[config.mk]
export PLATFORM = sky130hd
export DESIGN_NAME = text_writer_flat
export DESIGN_NICKNAME = d
export VERILOG_FILES = /design/src/rtl/text_writer_pkg.sv /design/src/rtl/text_writer_if.sv /design/src/rtl/text_writer_cursor.sv /design/src/rtl/text_writer.sv /design/src/flat_wrapper.sv
export SDC_FILE = /design/constraint.sdc
export NUM_CORES = 1
export LEC_CHECK = 0
export ABC_AREA = 0
export CAP_MARGIN = 25
export CORE_MARGIN = 1.5
export CORE_UTILIZATION = 40
export DETAILED_ROUTE_END_ITERATION = 10
export PLACE_DENSITY = 0.7
export SLEW_MARGIN = 10
export SYNTH_ARGS = -nofsm -noshare
export SYNTH_HDL_FRONTEND = slang
export SYNTH_SLANG_ARGS = --single-unit
[constraint.sdc]
create_clock -name clk -period 2.6 [get_ports clk]
set_input_delay 0.39 -clock clk [delete_from_list [all_inputs] [get_ports clk]]
set_output_delay 0.39 -clock clk [all_outputs]
set_load 0.01 [all_outputs]
[src/rtl/text_writer_pkg.sv]
// Shared screen geometry, control codes and enums for the text-mode writer.
// Optional build macro TEXT_WRITER_CLEAR_ON_RESET_EN is consumed by text_writer.
package text_mode_pkg;

    localparam int SCREEN_COLS = 80;
    localparam int SCREEN_ROWS = 25;
    localparam int COL_W       = 7;
    localparam int ROW_W       = 5;
    localparam int ADDR_W      = ROW_W + COL_W;

    localparam logic [7:0] CH_BS = 8'h08;
    localparam logic [7:0] CH_LF = 8'h0A;
    localparam logic [7:0] CH_FF = 8'h0C;
    localparam logic [7:0] CH_CR = 8'h0D;

    localparam logic [7:0] DEFAULT_BLANK    = 8'h20;
    localparam logic [7:0] RESET_CLEAR_COLR = 8'hFC;

    typedef enum logic {
        ST_IDLE,
        ST_CLEAR
    } state_e;

    typedef enum logic [2:0] {
        CMD_NONE,
        CMD_ADVANCE,
        CMD_NEWLINE,
        CMD_CR,
        CMD_BACK,
        CMD_HOME
    } cursor_cmd_e;

endpackage

[src/rtl/text_writer_if.sv]
// Character/colour input stream. Handshake: a transfer happens on the rising
// clock edge where valid_i and ready_o are both high; the source holds data while valid_i && !ready_o.
interface text_writer_if;
    logic [7:0] char_i;
    logic [7:0] colr_i;
    logic       valid_i;
    logic       ready_o;

    modport master (output char_i, output colr_i, output valid_i, input ready_o);
    modport slave  (input char_i, input colr_i, input valid_i, output ready_o);
endinterface

[src/rtl/text_writer_cursor.sv]
// Column/row counter with explicit wrap at COLS-1 / ROWS-1; used both for the
// text cursor and for the clear-sweep address.
module text_cursor
    import text_mode_pkg::*;
#(
    parameter int COLS = SCREEN_COLS,
    parameter int ROWS = SCREEN_ROWS
) (
    input  logic              clk,
    input  logic              rst_n,
    input  cursor_cmd_e       cmd_i,
    output logic [COL_W-1:0]  x_o,
    output logic [ROW_W-1:0]  y_o,
    output logic              last_o
);

    localparam logic [COL_W-1:0] X_MAX = COL_W'(COLS - 1);
    localparam logic [ROW_W-1:0] Y_MAX = ROW_W'(ROWS - 1);

    logic [COL_W-1:0] x_q, x_d;
    logic [ROW_W-1:0] y_q, y_d;
    logic [ROW_W-1:0] y_next;

    always_comb begin
        x_d    = x_q;
        y_d    = y_q;
        y_next = (y_q == Y_MAX) ? '0 : y_q + ROW_W'(1);
        case (cmd_i)
            CMD_ADVANCE: begin
                if (x_q == X_MAX) begin
                    x_d = '0;
                    y_d = y_next;
                end else begin
                    x_d = x_q + COL_W'(1);
                end
            end
            CMD_NEWLINE: begin
                x_d = '0;
                y_d = y_next;
            end
            CMD_CR:   x_d = '0;
            CMD_BACK: if (x_q != '0) x_d = x_q - COL_W'(1);
            CMD_HOME: begin
                x_d = '0;
                y_d = '0;
            end
            default: ;
        endcase
    end

    always_ff @(posedge clk or negedge rst_n) begin
        if (!rst_n) begin
            x_q <= '0;
            y_q <= '0;
        end else begin
            x_q <= x_d;
            y_q <= y_d;
        end
    end

    assign x_o    = x_q;
    assign y_o    = y_q;
    assign last_o = (x_q == X_MAX) && (y_q == Y_MAX);

endmodule

[src/rtl/text_writer.sv]
// Text-mode writer: consumes char/colour pairs, tracks the cursor and writes the
// screen/colour RAMs. Define TEXT_WRITER_CLEAR_ON_RESET_EN to sweep-clear after reset.
module text_writer
    import text_mode_pkg::*;
#(
    parameter int         COLS       = SCREEN_COLS,
    parameter int         ROWS       = SCREEN_ROWS,
    parameter logic [7:0] BLANK_CHAR = DEFAULT_BLANK
) (
    input  logic              clk,
    input  logic              rst_n,
    text_writer_if.slave      in_if,
    output logic [ADDR_W-1:0] wr_addr_o,
    output logic [7:0]        wr_char_o,
    output logic [7:0]        wr_colr_o,
    output logic              wren_s_o,
    output logic              wren_c_o,
    output logic [COL_W-1:0]  cursor_x_o,
    output logic [ROW_W-1:0]  cursor_y_o,
    output logic              busy_o,
    output state_e            dbg_state_o
);

    state_e            state_q, state_d;
    logic              ready_q, ready_d;
    logic              busy_q, busy_d;
    logic              wren_q, wren_d;
    logic [ADDR_W-1:0] addr_q, addr_d;
    logic [7:0]        char_q, char_d;
    logic [7:0]        colr_q, colr_d;
    logic [7:0]        clr_colr_q, clr_colr_d;

    cursor_cmd_e       cur_cmd, swp_cmd;
    logic [COL_W-1:0]  cur_x, swp_x;
    logic [ROW_W-1:0]  cur_y, swp_y;
    logic              cur_last, swp_last;
    logic              xfer;

    text_cursor #(.COLS(COLS), .ROWS(ROWS)) u_cursor (
        .clk    (clk),
        .rst_n  (rst_n),
        .cmd_i  (cur_cmd),
        .x_o    (cur_x),
        .y_o    (cur_y),
        .last_o (cur_last)
    );

    text_cursor #(.COLS(COLS), .ROWS(ROWS)) u_sweep (
        .clk    (clk),
        .rst_n  (rst_n),
        .cmd_i  (swp_cmd),
        .x_o    (swp_x),
        .y_o    (swp_y),
        .last_o (swp_last)
    );

    assign xfer = in_if.valid_i && ready_q;

    always_comb begin
        state_d    = state_q;
        ready_d    = ready_q;
        busy_d     = busy_q;
        wren_d     = 1'b0;
        addr_d     = addr_q;
        char_d     = char_q;
        colr_d     = colr_q;
        clr_colr_d = clr_colr_q;
        cur_cmd    = CMD_NONE;
        swp_cmd    = CMD_NONE;
        case (state_q)
            ST_IDLE: begin
                if (xfer) begin
                    case (in_if.char_i)
                        CH_CR: cur_cmd = CMD_CR;
                        CH_LF: cur_cmd = CMD_NEWLINE;
                        CH_BS: begin
                            if (cur_x != '0) begin
                                addr_d  = {cur_y, cur_x - COL_W'(1)};
                                char_d  = BLANK_CHAR;
                                colr_d  = in_if.colr_i;
                                wren_d  = 1'b1;
                                cur_cmd = CMD_BACK;
                            end
                        end
                        CH_FF: begin
                            clr_colr_d = in_if.colr_i;
                            state_d    = ST_CLEAR;
                            ready_d    = 1'b0;
                            busy_d     = 1'b1;
                            swp_cmd    = CMD_HOME;
                        end
                        default: begin
                            addr_d  = {cur_y, cur_x};
                            char_d  = in_if.char_i;
                            colr_d  = in_if.colr_i;
                            wren_d  = 1'b1;
                            cur_cmd = CMD_ADVANCE;
                        end
                    endcase
                end
            end
            ST_CLEAR: begin
                addr_d  = {swp_y, swp_x};
                char_d  = BLANK_CHAR;
                colr_d  = clr_colr_q;
                wren_d  = 1'b1;
                swp_cmd = CMD_ADVANCE;
                // Last cell is being written this edge; hand back to IDLE now so
                // ready rises in the cycle that shows the final write.
                if (swp_last) begin
                    state_d = ST_IDLE;
                    ready_d = 1'b1;
                    busy_d  = 1'b0;
                    cur_cmd = CMD_HOME;
                end
            end
            default: state_d = ST_IDLE;
        endcase
    end

    always_ff @(posedge clk or negedge rst_n) begin
        if (!rst_n) begin
`ifdef TEXT_WRITER_CLEAR_ON_RESET_EN
            state_q    <= ST_CLEAR;
            ready_q    <= 1'b0;
            busy_q     <= 1'b1;
            clr_colr_q <= RESET_CLEAR_COLR;
`else
            state_q    <= ST_IDLE;
            ready_q    <= 1'b1;
            busy_q     <= 1'b0;
            clr_colr_q <= '0;
`endif
            wren_q     <= 1'b0;
            addr_q     <= '0;
            char_q     <= '0;
            colr_q     <= '0;
        end else begin
            state_q    <= state_d;
            ready_q    <= ready_d;
            busy_q     <= busy_d;
            clr_colr_q <= clr_colr_d;
            wren_q     <= wren_d;
            addr_q     <= addr_d;
            char_q     <= char_d;
            colr_q     <= colr_d;
        end
    end

    logic unused_cur_last;
    assign unused_cur_last = cur_last;

    assign in_if.ready_o = ready_q;
    assign wr_addr_o     = addr_q;
    assign wr_char_o     = char_q;
    assign wr_colr_o     = colr_q;
    assign wren_s_o      = wren_q;
    assign wren_c_o      = wren_q;
    assign cursor_x_o    = cur_x;
    assign cursor_y_o    = cur_y;
    assign busy_o        = busy_q;
    assign dbg_state_o   = state_q;

endmodule

[src/flat_wrapper.sv]
// flat-port wrapper written by rule: the top's interface ports become plain ports
module text_writer_flat import text_mode_pkg::*;
#(
    parameter int         COLS       = SCREEN_COLS,
    parameter int         ROWS       = SCREEN_ROWS,
    parameter logic [7:0] BLANK_CHAR = DEFAULT_BLANK
)
  (clk, rst_n, wr_addr_o, wr_char_o, wr_colr_o, wren_s_o, wren_c_o, cursor_x_o, cursor_y_o, busy_o, dbg_state_o, in_if_char_i, in_if_colr_i, in_if_valid_i, in_if_ready_o);
  text_writer_if in_if_i ();
  input  logic clk;
  input  logic rst_n;
  output logic [ADDR_W-1:0] wr_addr_o;
  output logic [7:0] wr_char_o;
  output logic [7:0] wr_colr_o;
  output logic wren_s_o;
  output logic wren_c_o;
  output logic [COL_W-1:0] cursor_x_o;
  output logic [ROW_W-1:0] cursor_y_o;
  output logic busy_o;
  output state_e dbg_state_o;
  input wire logic [$bits(in_if_i.char_i)-1:0] in_if_char_i;
  input wire logic [$bits(in_if_i.colr_i)-1:0] in_if_colr_i;
  input wire logic [$bits(in_if_i.valid_i)-1:0] in_if_valid_i;
  output wire logic [$bits(in_if_i.ready_o)-1:0] in_if_ready_o;
  assign in_if_i.char_i = in_if_char_i;
  assign in_if_i.colr_i = in_if_colr_i;
  assign in_if_i.valid_i = in_if_valid_i;
  assign in_if_ready_o = in_if_i.ready_o;
  text_writer #(.COLS(COLS), .ROWS(ROWS), .BLANK_CHAR(BLANK_CHAR)) u_core (.clk(clk), .rst_n(rst_n), .in_if(in_if_i), .wr_addr_o(wr_addr_o), .wr_char_o(wr_char_o), .wr_colr_o(wr_colr_o), .wren_s_o(wren_s_o), .wren_c_o(wren_c_o), .cursor_x_o(cursor_x_o), .cursor_y_o(cursor_y_o), .busy_o(busy_o), .dbg_state_o(dbg_state_o));
endmodule
**Yosys cells after proc, flatten, opt, wreduce, memory -nomap -nowiden**

Cells that the tools add are included.

- Add/subtract/negate cells: 6
- Equality and inequality tests: 27
- Muxes and demuxes: 48
- Bitwise operators: 1
- Reductions and logical operators: 18

Operators by type and width:

| cell | count |
|---|---|
| case mux 8 bit (2 select lines) | 4 |
| case mux 12 bit (2 select lines) | 2 |
| case mux 7 bit (3 select lines) | 2 |
| equality test 8 x 4 -> 1 bit, second input constant | 4 |
| two-way mux 8 bit | 4 |
| case mux 5 bit (3 select lines) | 2 |
| two-way mux 7 bit | 4 |
| two-way mux 12 bit | 2 |
| two-way mux 5 bit | 4 |
| two-way mux 3 bit | 5 |
| adder 7 x 1 -> 7 bit, second input constant | 2 |
| equality test 7 bit, second input constant | 2 |
| nonzero test 7 bit | 2 |
| subtractor 7 x 1 -> 7 bit, second input constant | 2 |
| equality test 3 x 2 -> 1 bit, second input constant | 4 |
| equality test 3 bit, second input constant | 4 |
| inequality test 2 bit, second input constant | 6 |
| case mux 3 bit (2 select lines) | 2 |
| case mux 3 bit (4 select lines) | 1 |
| nonzero test 3 bit | 4 |
| two-way mux 1 bit | 11 |
| adder 5 x 1 -> 5 bit, second input constant | 2 |
| equality test 5 bit, second input constant | 2 |
| case mux 1 bit (2 select lines) | 5 |
| 8 further kinds | 18 |

- Bits in registers: 64
- Input port bits: 19
- Output and inout bits: 45
- Logic and storage cells: 112

**Longest topological paths before layout**

- Depth after elaboration: 9
- Depth in mapped cells: 9
- Mapped depth without buffers: 8

**By module**

A second synthesis with hierarchy kept.

- Cells, all modules: 391
- Area total of the unflattened synthesis: 3908.7 um^2

Modules (own cells, without submodules):

| module | instances | cells an instance | area each (um^2) | sequential area each (um^2) |
|---|---|---|---|---|
| text_writer | 1 | 171 | 1991.9 | 1002.2 |
| text_cursor | 2 | 110 | 958.4 | 300.3 |

**Least setup slack after synthesis**

OpenSTA, ideal clock, no wires.

- Path type: register to register
- Start: reg u_core.u_cursor.x_q[0] (netlist: u_core.u_cursor.x_o[0])
- End: reg u_core.addr_q[3] (netlist: u_core.wr_addr_o[3])
- Setup time: 121 ps
- Data arrival time: 2015 ps
- Path slack: 464 ps
- Stages on the path, launching flop included: 10
- Path buffers: 1
- Period minus slack after synthesis: 2136 ps
- Cell sequence: dfrtp_1 inv_1 ha_1 or4b_4 o31ai_2 a21o_1 a21oi_1 buf_2 a32oi_1 nand2_1

- Word-level cells in the longest chain between the ends: 5
- Elaborated cells between the ends (all ways): 8
- Classes of those cells: add/sub (1); eq/ne (1); mux (4); reduce/logical (2)

RTL lines:

| item | RTL line | source |
|---|---|---|
| from (decl) | text_writer_cursor.sv:20 | `logic [COL_W-1:0] x_q, x_d;` |
| from (signal assigned) | text_writer_cursor.sv:53 | `x_q <= '0;` |
| from (signal assigned) | text_writer_cursor.sv:56 | `x_q <= x_d;` |
| subtractor 7 x 1 -> 7 bit | text_writer.sv:78 | `addr_d = {cur_y, cur_x - COL_W'(1)};` |
| two-way mux 12 bit | text_writer.sv:77 | `if (cur_x != '0) begin` |
| case mux 12 bit (2 select lines) | text_writer.sv:73 | `case (in_if.char_i)` |
| two-way mux 12 bit | text_writer.sv:72 | `if (xfer) begin` |
| case mux 12 bit (2 select lines) | text_writer.sv:70 | `case (state_q)` |
| to (signal assigned) | text_writer.sv:144 | `addr_q <= addr_d;` |
| to (decl) | text_writer.sv:28 | `logic [ADDR_W-1:0] addr_q, addr_d;` |

Several ways; a longest one is shown, not always the timed one. The select of a mux whose other input is x is not followed.
A chain may end at the register's enable or synchronous reset.

**Final worst setup path**

- Start: reg u_core.u_cursor.x_q[0] (netlist: u_core.u_cursor.x_o[0])
- End: reg u_core.addr_q[0] (netlist: u_core.wr_addr_o[0])

Same word-level chain as after synthesis.

==> impl_metrics.py <==
metrics = {
    "outcome": {
        "status": "complete, no violations",
    },
    "timing": {
        "rsz0062_at_grt": "false",
        "layout_setup_ws_ns": 0.2638,
        "max_slew_margin": 0.4522,
        "fmax_mhz": 428.0,
        "maxSlewViolCount": 0,
        "hold_viol": 0,
        "skew_ns": 0.01418,
        "final-setup-viol-count": 0,
        "tightest_slew_ns": 0.8217,
        "finalSetupTns_ns": 0,
        "finalCritPeriodShare": 0.8985,
        "period_needed_ns": 2.336,
    },
    "setup_path": {
        "path_max_fanout": 14,
        "worstSetupPathType": "register to register",
        "worstPathArrival_ns": 2.59,
        "endpoint_kind": "register",
        "cp.required_ns": 2.86,
        "startpoint_type": "register",
    },
    "place": {
        "dpl.cell_count": 535,
        "numPortBuffers": 63,
        "dp_slack_ns": 0.04017,
        "gp_congestion": 0.9561,
        "detailed_place_hpwl_um": 6252,
        "dpl-instance-area_um2": 4322,
    },
    "power": {
        "power_uw": 1838,
        "pwr-share-seq": 0.541,
        "leakagePower_uw": 0.002012,
        "switchingPower_uw": 457.2,
        "internal_power_uw": 1381,
        "ir_drop_uv": 352.2,
        "switching_share": 0.2488,
        "pwr-share-comb": 0.048,
        "pwr-share-clk": 0.410,
        "powerDensity_nw_per_um2": 409.1,
    },
    "grt": {
        "grt.busiest_layer": "met2",
        "grt.total_usage": 0.2019,
        "met1_usage": 0.2749,
        "grt_overflow_total": 0,
        "grt_pass1_wl_um": 14210,
        "grt_max_degree": 45,
        "grt_use_met3": 0.04818,
        "grt_pass1_vias": 2848,
        "grt_use_met2": 0.3140,
        "antenna_found_initial": 0,
    },
    "detailed_routing": {
        "drtPass1Iterations": 4,
        "ant_nets": 0,
        "route.detailed.drc": 0,
        "totalWireLength_um": 8715,
        "via_count": 3037,
        "dr.first_iter.drc_count": 161,
        "routedWlPerCell_um": 15.82,
        "via_per_inst": 5.512,
    },
    "finish": {
        "antenna_cells": 0,
        "instances_no_fill": 551,
        "final_area_um2": 4493,
        "fin_nets": 469,
        "area_growth_pct": 29.13,
        "drive_gt1_frac": 0.1457,
    },
    "synth": {
        "synth.area.top_cells": "dfrtp_1, nand2_1, ha_1, nor2_1, o21ai_0",
        "synthesis.area_um2": 3480,
        "synth-main-ff-cell": "dfrtp_1",
        "synth_enable_flop_cells": 0,
        "ys_ff_latch": 64,
        "synth_top_area_frac": 0.4531,
        "async_flop_share": 1.000,
        "seq_area_frac_synth": 0.4606,
        "synth_top_cell_by_area": "dfrtp_1",
        "syn_nets": 393,
        "synth_warnings": 0,
        "postSynthCellCount": 365,
        "synth.avg_cell_area_um2": 9.533,
        "synth.distinct_cells": 62,
    },
    "die": {
        "die_w_um": 96.27,
        "die-area_um2": 9268,
        "initial_core_util": 0.4172,
        "pin_count": 64,
        "num_rows": 33,
        "core_area_um2": 8341,
        "die_y_um": 96.27,
    },
    "job": {
        "cap_violations": 0,
    },
    "clock_network": {
        "h-tree-depth": 3,
        "cts_num_sinks": 64,
        "clockBufferDepth": 2,
        "cts_tree": "yes",
        "path_clk_slew_ns": 0.08,
        "insertion_delay_ns": 0.34,
        "ctsRootBufferMaster": "clkbuf_8",
        "hold_buffers": 0,
        "cts_setup_buffers": 0,
        "numCtsBuffers": 9,
        "ctsResizeCount": 0,
    },
    "min_path": {
        "hp-class": "input port to asynchronous set/reset pin",
    },
}
[cells in the mapped netlist (all sizes together), types with 2 or more instances]
library cell   n
a211oi         2
a21o           2
a21oi         17
a221oi        10
a22o           7
a22oi          3
a2bb2oi        3
a31oi          3
a32oi          4
and2           3
and3           8
and3b          2
buf            9
clkbuf        12
dfrtp         63
ha             9
inv           15
mux2           9
mux2i          8
nand2         40
nand2b         2
nand3         15
nand4          3
nor2          29
nor2b          5
nor3          11
nor3b          4
nor4           2
o21ai         32
o22ai          2
o31ai          3
or2            2
or3            4
or3b           3
xnor2          6
[per-layer routing]
metal,vias up,part of all wire,wire length [um]
li1,1471,-,-
met1,1469,0.47,4091
met2,86,0.46,3978
met3,11,0.061,534
met4,0,0.013,111
met5,-,0,0
[layout by cell type (no fill, tap or decap), types with 2 or more instances in the layout]
master           instances
mux2i_1                  8
nand4_1                  3
a21oi_2                  2
a211oi_1                 2
nand2b_1                 2
a21oi_1                 15
a221oi_1                10
clkdlybuf4s50_1         62
a2bb2oi_1                3
nor3_1                   8
o31ai_2                  2
buf_4                   22
nand3_1                 15
nand2_1                 40
o22ai_1                  2
ha_1                     9
a21o_1                   2
or3_1                    4
and3b_1                  2
inv_1                   15
nor2b_1                  5
and2_1                   3
and3_1                   8
xnor2_1                  6
o21ai_0                 19
a22o_1                   7
o21ai_1                 13
mux2_2                   8
clkinv_2                 3
dfrtp_1                 63
a31oi_1                  3
nor3b_1                  4
nor3_2                   3
clkbuf_8                 9
nor2_1                  28
a32oi_1                  4
clkinvlp_4               2
a22oi_1                  2
[registers in the layout, indices dropped and copies added, names as in the netlist]
register	count
u_core.wren_c_o	1
u_core.wr_addr_o	12
u_core.u_sweep.x_o	7
u_core.wr_colr_o	8
u_core.dbg_state_o	1
u_core.u_sweep.y_o	5
u_core.u_cursor.x_o	7
u_core.u_cursor.y_o	5
u_core.in_if.ready_o	1
u_core.wr_char_o	8
u_core.clr_colr_q	8
u_core.busy_o	1
[cell type report]
type	count	area [um2]
well taps	105	131.4
fillers	774	3847
repair buffers	86	810.8
flip-flops and latches	64	1603
inverters	15	56.30
multi-input cells	265	1720
clock inverters	7	47.55
clock buffers	9	123.9
[final timing paths]
check / start / to / slack (ns) / cells after the start
max in group asynchronous: rst_n / u_core.in_if.ready_o / 1.89 / 2
max reg2reg: u_core.u_cursor.x_o[0] / u_core.wr_addr_o[0] / 0.26 / 9
max: u_core.u_cursor.x_o[0] / u_core.wr_addr_o[0] / 0.26 / 9
min reg2reg: u_core.clr_colr_q[6] / u_core.clr_colr_q[6] / 0.51 / 1
min: rst_n / u_core.wr_char_o[3] / 0.03 / 1
min in group clk: u_core.clr_colr_q[6] / u_core.clr_colr_q[6] / 0.51 / 1
[power groups by stage]
stage               Clock [uW]  Sequential (uW)  Combinational (uW)
floorplan                    0             1010                20.4
global placement             0             1010                89.0
detailed placement           0             1010                90.1
CTS                        776              995                91.0
global route               821              994                99.4
finish                     754              995                89.0
[worst max-delay path, stage by stage (launching register included)]
cell,delay (ns)
dfrtp_1,0.38
inv_1,0.14
ha_1,0.17
or4b_4,0.48
o31ai_2,0.20
a21o_1,0.17
buf_4,0.12
a21bo_2,0.31
o21ai_0,0.16
o22ai_1,0.13
[cells by family (layout without fill, tap and decap cells)]
group,Yosys count,in the layout,share of synthesized area
buf+inv,36,117,0.04494
xor+xnor,6,6,0.01510
compound gates,95,95,0.1852
fa+ha+maj,9,9,0.03236
flops,64,64,0.4606
mux,17,17,0.05322
simple gates,138,138,0.2086
[through the flow]
stage | util | hold WS [ns]
floorplan | - | 0.09441
CTS | 0.5387 | 0.03582
global placement | 0.5182 | 0.4033
detailed placement | 0.5182 | 0.4000
finish | 0.5387 | 0.03074
global route | 0.5387 | 0.06062
No activity file was read; power rests on OpenSTA's default activity.
